**config.mk**
```make
export PLATFORM = sky130hd
export DESIGN_NAME = rx_pkt_assembler
export DESIGN_NICKNAME = d
export VERILOG_FILES = /design/src/rtl/rx_pkt_assembler.sv
export SDC_FILE = /design/constraint.sdc
export NUM_CORES = 2
export LEC_CHECK = 0
export CAP_MARGIN = 5
export CORE_AREA = 5 5 531 533
export CTS_CLUSTER_SIZE = 30
export DETAILED_ROUTE_END_ITERATION = 8
export DIE_AREA = 0 0 536 538
export PLACE_DENSITY_LB_ADDON = 0.2
export SLEW_MARGIN = 20
export SYNTH_ARGS = -nofsm -noshare
export SYNTH_HDL_FRONTEND = slang
export SYNTH_SLANG_ARGS = --single-unit
```
**constraint.sdc**
```tcl
create_clock -name clk -period 36.2 [get_ports clk]
set_input_delay 7.24 -clock clk [delete_from_list [all_inputs] [get_ports clk]]
set_output_delay 7.24 -clock clk [all_outputs]
set_load 0.005 [all_outputs]
```
**src/rtl/rx_pkt_assembler.sv**
```systemverilog
// rx_pkt_assembler
// TCP RX front end: filters notifications by length, requests the payload
// from the stack, and streams it out with the notification metadata attached.
// The byte enables and TLAST on the output come from the notified length.
// Length mismatches between the stack and the notification are recovered
// from and counted.
`timescale 1ns/1ps

module rx_pkt_assembler #(
    parameter int DATA_W     = 512,
    parameter int META_W     = 88,
    parameter int MAX_LEN    = 1536,
    parameter int ALIGN_ONLY = 0,
    parameter int CNT_W      = 32
) (
    input  logic                     clk,
    input  logic                     rst,

    input  logic [META_W-1:0]        s_axis_notifications_TDATA,
    input  logic                     s_axis_notifications_TVALID,
    output logic                     s_axis_notifications_TREADY,

    output logic [31:0]              m_axis_read_package_TDATA,
    output logic                     m_axis_read_package_TVALID,
    input  logic                     m_axis_read_package_TREADY,

    input  logic [DATA_W-1:0]        s_axis_rx_data_TDATA,
    input  logic                     s_axis_rx_data_TLAST,
    input  logic                     s_axis_rx_data_TVALID,
    output logic                     s_axis_rx_data_TREADY,

    output logic [META_W+DATA_W-1:0] m_axis_pkt_TDATA,
    output logic [DATA_W/8-1:0]      m_axis_pkt_TKEEP,
    output logic                     m_axis_pkt_TLAST,
    output logic                     m_axis_pkt_TVALID,
    input  logic                     m_axis_pkt_TREADY,

    output logic [CNT_W-1:0]         stat_drop_cnt,
    output logic [CNT_W-1:0]         stat_err_cnt,
    output logic                     busy
);

    localparam int BYTES = DATA_W / 8;

    localparam logic [1:0] S_IDLE   = 2'd0;
    localparam logic [1:0] S_REQ    = 2'd1;
    localparam logic [1:0] S_STREAM = 2'd2;
    localparam logic [1:0] S_FLUSH  = 2'd3;

    logic [1:0]               state;
    logic [1:0]               state_next;

    // Context of the packet currently being assembled
    logic [META_W-1:0]        meta_q;
    logic [15:0]              beats_left;
    logic [BYTES-1:0]         keep_last;

    // Registered output stage
    logic                     m_valid;
    logic [META_W+DATA_W-1:0] m_data;
    logic [BYTES-1:0]         m_keep;
    logic                     m_last;

    logic [CNT_W-1:0]         drop_cnt;
    logic [CNT_W-1:0]         err_cnt;

    // Notification length decode
    logic [15:0]              notif_len;
    logic [15:0]              len_rem;
    logic [15:0]              beats_calc;
    logic [BYTES-1:0]         keep_calc;
    logic                     len_drop;

    // Handshakes and per-cycle events
    logic                     notif_fire;
    logic                     rx_ready;
    logic                     rx_fire;
    logic                     pkt_fire;
    logic                     counted_last;
    logic                     load;
    logic                     drop_inc;
    logic                     err_inc;

    assign notif_len  = s_axis_notifications_TDATA[31:16];
    assign len_rem    = notif_len % 16'(BYTES);
    assign beats_calc = 16'((17'(notif_len) + 17'(BYTES - 1)) / 17'(BYTES));

    // Zero, oversized and (in legacy mode) unaligned lengths are dropped.
    assign len_drop = (notif_len == 16'd0)
                   || (32'(notif_len) > 32'(MAX_LEN))
                   || ((ALIGN_ONLY != 0) && (len_rem != 16'd0));

    // Byte enables for the final beat: the low len%BYTES bytes, or all of them
    // when the length is a whole number of beats.
    always_comb begin
        // NOTE: give every combinational output a default before any branch or
        // loop so no path leaves it unassigned; otherwise a latch is inferred.
        keep_calc = '0;
        for (int i = 0; i < BYTES; i++) begin
            keep_calc[i] = (len_rem == 16'd0) || (i < int'(len_rem));
        end
    end

    // Notifications are only taken in IDLE, and never while reset is held.
    assign s_axis_notifications_TREADY = (state == S_IDLE) && !rst;
    assign notif_fire = s_axis_notifications_TVALID && s_axis_notifications_TREADY;

    // In STREAM a beat is taken only when the output register can accept it;
    // in FLUSH everything is swallowed until the stack's TLAST.
    assign rx_ready = ((state == S_STREAM) && (!m_valid || m_axis_pkt_TREADY))
                   || (state == S_FLUSH);
    assign s_axis_rx_data_TREADY = rx_ready;
    assign rx_fire  = s_axis_rx_data_TVALID && rx_ready;
    assign pkt_fire = m_valid && m_axis_pkt_TREADY;

    assign counted_last = (beats_left == 16'd1);
    assign load         = (state == S_STREAM) && rx_fire;
    assign drop_inc     = notif_fire && len_drop;
    // A mismatch is any beat where the stack's TLAST disagrees with our count.
    assign err_inc      = load && (counted_last != s_axis_rx_data_TLAST);

    // Next-state decode for the packet FSM
    always_comb begin
        state_next = state;
        case (state)
            S_IDLE: begin
                if (notif_fire && !len_drop) state_next = S_REQ;
            end
            S_REQ: begin
                if (m_axis_read_package_TREADY) state_next = S_STREAM;
            end
            S_STREAM: begin
                if (rx_fire) begin
                    if (counted_last && !s_axis_rx_data_TLAST) begin
                        state_next = S_FLUSH;
                    end else if (counted_last || s_axis_rx_data_TLAST) begin
                        state_next = S_IDLE;
                    end
                end
            end
            S_FLUSH: begin
                if (rx_fire && s_axis_rx_data_TLAST) state_next = S_IDLE;
            end
            default: state_next = S_IDLE;
        endcase
    end

    // FSM state register
    always_ff @(posedge clk or posedge rst) begin
        // NOTE: state is updated with non-blocking assignments so every flop
        // samples the pre-edge values, independent of block evaluation order.
        if (rst) begin
            state <= S_IDLE;
        end else begin
            state <= state_next;
        end
    end

    // Latch metadata and beat accounting for an accepted notification
    always_ff @(posedge clk or posedge rst) begin
        if (rst) begin
            meta_q     <= '0;
            beats_left <= '0;
            keep_last  <= '0;
        end else if (notif_fire && !len_drop) begin
            meta_q     <= s_axis_notifications_TDATA;
            beats_left <= beats_calc;
            keep_last  <= keep_calc;
        end else if (load) begin
            beats_left <= beats_left - 16'd1;
        end
    end

    // Output register: loads one beat per accepted rx beat, holds while stalled
    always_ff @(posedge clk or posedge rst) begin
        if (rst) begin
            m_valid <= 1'b0;
            m_data  <= '0;
            m_keep  <= '0;
            m_last  <= 1'b0;
        end else if (load) begin
            m_valid <= 1'b1;
            m_data  <= {meta_q, s_axis_rx_data_TDATA};
            // A truncated packet ends on a full beat; only the counted last
            // beat carries the length-derived partial enables.
            m_keep  <= counted_last ? keep_last : '1;
            m_last  <= counted_last || s_axis_rx_data_TLAST;
        end else if (pkt_fire) begin
            m_valid <= 1'b0;
        end
    end

    // Saturating statistics counters; drop and error may bump in the same cycle
    always_ff @(posedge clk or posedge rst) begin
        if (rst) begin
            drop_cnt <= '0;
            err_cnt  <= '0;
        end else begin
            if (drop_inc && (drop_cnt != '1)) drop_cnt <= drop_cnt + 1'b1;
            if (err_inc && (err_cnt != '1))   err_cnt  <= err_cnt + 1'b1;
        end
    end

    assign m_axis_read_package_TVALID = (state == S_REQ);
    assign m_axis_read_package_TDATA  = {meta_q[31:16], meta_q[15:0]};

    assign m_axis_pkt_TVALID = m_valid;
    assign m_axis_pkt_TDATA  = m_data;
    assign m_axis_pkt_TKEEP  = m_keep;
    assign m_axis_pkt_TLAST  = m_last;

    assign stat_drop_cnt = drop_cnt;
    assign stat_err_cnt  = err_cnt;
    assign busy          = (state != S_IDLE) || m_valid;

endmodule

```
==> out/metrics.yaml <==
cts:
  cts_resized: 0
  path_clk_slew_ns: 0.06
  cts_root_buf: "clkbuf_16"
  cts_setup_buffers: 0
  clk_latency_ns: 0.88
  htree_levels: 3
  numCtsBuffers: 123
  cts_tree: "yes"
  ctsHoldBuffers: 0
  cts_sinks: 900
  clockBufferDepth: 4
synthesis:
  synth_flop_cell: "dfrtp_1"
  synth_common_cells: "nand2_1 (2,130), dfrtp_1 (900), nor2_1 (198), clkbuf_1 (150), nor3_1 (88)"
  syn-instance-count: 3935
  yosysMostFrequentCell: "nand2_1"
  seq_area_frac_synth_pct: 63.5
  synthTopCellsByArea: "dfrtp_1 (64%), nand2_1 (23%), nor2_1 (2.1%)"
  synth-async-reset-ratio_pct: 100
  yosysWarningCount: 0
  synth.distinct_cells: 62
  synth_nets: 4548
  synth_seq_cells: 900
  syn_area_sq_um: 35500
  synth_top_area_share_pct: 63.5
  synth_edf_count: 0
  synth_largest_area_cell: "dfrtp_1"
  avgSynthCellArea_sq_um: 9.01
worst_setup_path:
  cp-end-kind: "output port"
  reg2reg_to: "m_axis_pkt_TDATA[270]$_DFFE_PP0P_"
  critPathKind: "input port to output port"
  required_ns: 28.96
  cp-endpoint: "s_axis_rx_data_TREADY"
  critPathArrivalTime_ns: 9.24
  cp-start-kind: "input port"
  worst-path-max-fanout: 2
  reg2reg_depth: 8
  r2r_start: "state[0]$_DFFE_PP0P_"
  regToRegSetupSlack_ns: 32.13
  crit_path_start: "m_axis_pkt_TREADY"
drt:
  drt_wl_total_microns: 219000
  via_per_inst: 3.54
  antenna_left: 0
  drt_iter0_markers: 1979
  wl_per_cell_microns: 24.1
  vias: 32100
  drt-pass1-iter-count: 7
  drc: 0
placed_design:
  dpl.hpwl_microns: 171000
  pre_cts_ws_ns: 19.71
  io_buffers: 1372
  gp_congestion: 0.968
floorplan:
  row_count: 193
  die_y_microns: 538
  die_area_sq_um: 288000
  core_area_sq_um: 276000
  start_util_pct: 12.8
  num_io_pins: 1373
  die_x_microns: 536
layout:
  drive_above_1_share_pct: 4.97
  final_util_pct: 20.8
  nets: 5849
  nFillCells: 30400
  synthToLayoutAreaGrowth_pct: 61.5
sta:
  setup_violations: 0
  setup-tns-final_ns: 0
  min_period_over_period_pct: 45.5
  worst_slack_ns: 19.72
  post-route-min-period_ns: 16.48
  worst_clock_skew_ns: 0.0747
  rsz0062_at_grt: "no"
  final_hold_viol_count: 0
  finalMaxSlewViolations: 0
  slew_headroom_pct: 24.9
  tightest_slew_ns: 1.13
  fmax_mhz: 60.7
grt:
  grt_pass1_vias: 32500
  antenna_found_initial: 134
  grt_pass1_wl_microns: 291000
  grt_overflow_total: 0
  grt_usage_pct: 14.4
  grt_max_degree: 148
status:
  status: "finished clean"
power_and_ir_drop:
  leakagePower_uw: 0.0265
  max-vdd-ir-drop_mv: 0.0407
  power_density_nw_per_um2: 47.5
flow_run:
  max-cap-violations: 0
worst_hold_path:
  hp-class: "flop to flop"
==> kinds of logic after synthesis <==
kind of cell	synth area share [%]
DFF	63.5
adders and majority gates	0.212
AOI/OAI and AO/OA	2.51
and+or+nand+nor	28.6
xor gates and xnor gates	1.73
buffers and inverters	3.28
muxes	0.183
==> final cells by class <==
cell class | count | area, sq um | share of cell area, %
clock inverter | 37 | 400 | 0.699
multi-input combinational | 2775 | 11800 | 20.6
sequential | 900 | 22500 | 39.3
timing repair buffer | 1418 | 14100 | 24.7
inverter | 18 | 75.1 | 0.131
tap | 3705 | 4640 | 8.09
clock buffer | 180 | 3610 | 6.31
antenna | 36 | 90.1 | 0.157
==> flip-flops by register name (all words and copies together) (netlist names) <==
| name | count |
|---|---|
| beats_left | 16 |
| keep_last | 64 |
| m_axis_pkt_TDATA | 600 |
| m_axis_pkt_TKEEP | 64 |
| m_axis_pkt_TLAST | 1 |
| m_axis_pkt_TVALID | 1 |
| meta_q | 88 |
| stat_drop_cnt | 32 |
| stat_err_cnt | 32 |
| state | 2 |
==> placed cells by master, fill, tap and decap left out, drive strengths merged, types with 4 or more instances in the layout <==
| cell | n |
|---|---|
| a21o | 5 |
| a21oi | 18 |
| a22o | 6 |
| a31oi | 26 |
| and2 | 10 |
| and3 | 15 |
| and4 | 6 |
| buf | 46 |
| bufinv | 5 |
| clkbuf | 180 |
| clkdlybuf4s50 | 1372 |
| clkinv | 27 |
| dfrtp | 900 |
| diode | 36 |
| ha | 6 |
| inv | 22 |
| mux2 | 4 |
| nand2 | 2131 |
| nand2b | 9 |
| nand3 | 20 |
| nand3b | 5 |
| nand4 | 28 |
| nor2 | 198 |
| nor3 | 89 |
| nor3b | 6 |
| nor4 | 15 |
| nor4b | 5 |
| o21ai | 47 |
| o31ai | 13 |
| or2 | 8 |
| or3 | 7 |
| xnor2 | 40 |
| xor2 | 30 |
==> critical path: stages <==
cell             delay (ns)
clkdlybuf4s50_1        0.60
nor2b_1                0.14
a21oi_1                0.60
clkdlybuf4s50_1        0.65
==> metrics by stage <==
stage                     area [sq um]  hold WS, ns  cells  total power [uW]
after floorplan                  35500        0.436   3935              1240
after global placement           53200        0.449   8816              1510
after detailed placement         53200        0.451   8816              1510
after CTS                        57200        0.447   9033              2790
after global routing             57200        0.483   9047              2850
final                            57300        0.457   9069              2720
==> layer usage <==
layer  routed length [microns]  GRT usage, %  vias up  part of all wire [%]
li1                          -             -    14900                     -
met1                     89200          17.7    15500                    41
met2                     94100          21.6     1247                    43
met3                     26700          7.56      357                    12
met4                      8320          5.03       90                   3.8
met5                       547             0        -                  0.25
==> worst min-delay path by stage <==
stage | from | end | slack [ns] | cells past startpoint
after floorplan | keep_last[0]$_DFFE_PP0N_ | keep_last[0]$_DFFE_PP0N_ | 0.44 | 1
after global placement | meta_q[57]$_DFFE_PP0N_ | m_axis_pkt_TDATA[569]$_DFFE_PP0P_ | 0.45 | 2
after detailed placement | meta_q[87]$_DFFE_PP0N_ | m_axis_pkt_TDATA[599]$_DFFE_PP0P_ | 0.45 | 2
after CTS | meta_q[48]$_DFFE_PP0N_ | m_axis_pkt_TDATA[560]$_DFFE_PP0P_ | 0.45 | 2
after global routing | m_axis_pkt_TDATA[81]$_DFFE_PP0P_ | m_axis_pkt_TDATA[81]$_DFFE_PP0P_ | 0.48 | 2
final | meta_q[48]$_DFFE_PP0N_ | m_axis_pkt_TDATA[560]$_DFFE_PP0P_ | 0.46 | 2
==> report_power, final <==
group / leakage, uW / total (uW) / switching [uW] / internal (uW)
registers: 0.0120 / 1140 / 54.3 / 1080
clock network: 0.00199 / 1230 / 509 / 722
logic: 0.0125 / 352 / 160 / 192
total: 0.0265 / 2720 / 723 / 2000
No activity file was read; power rests on OpenSTA's default activity.
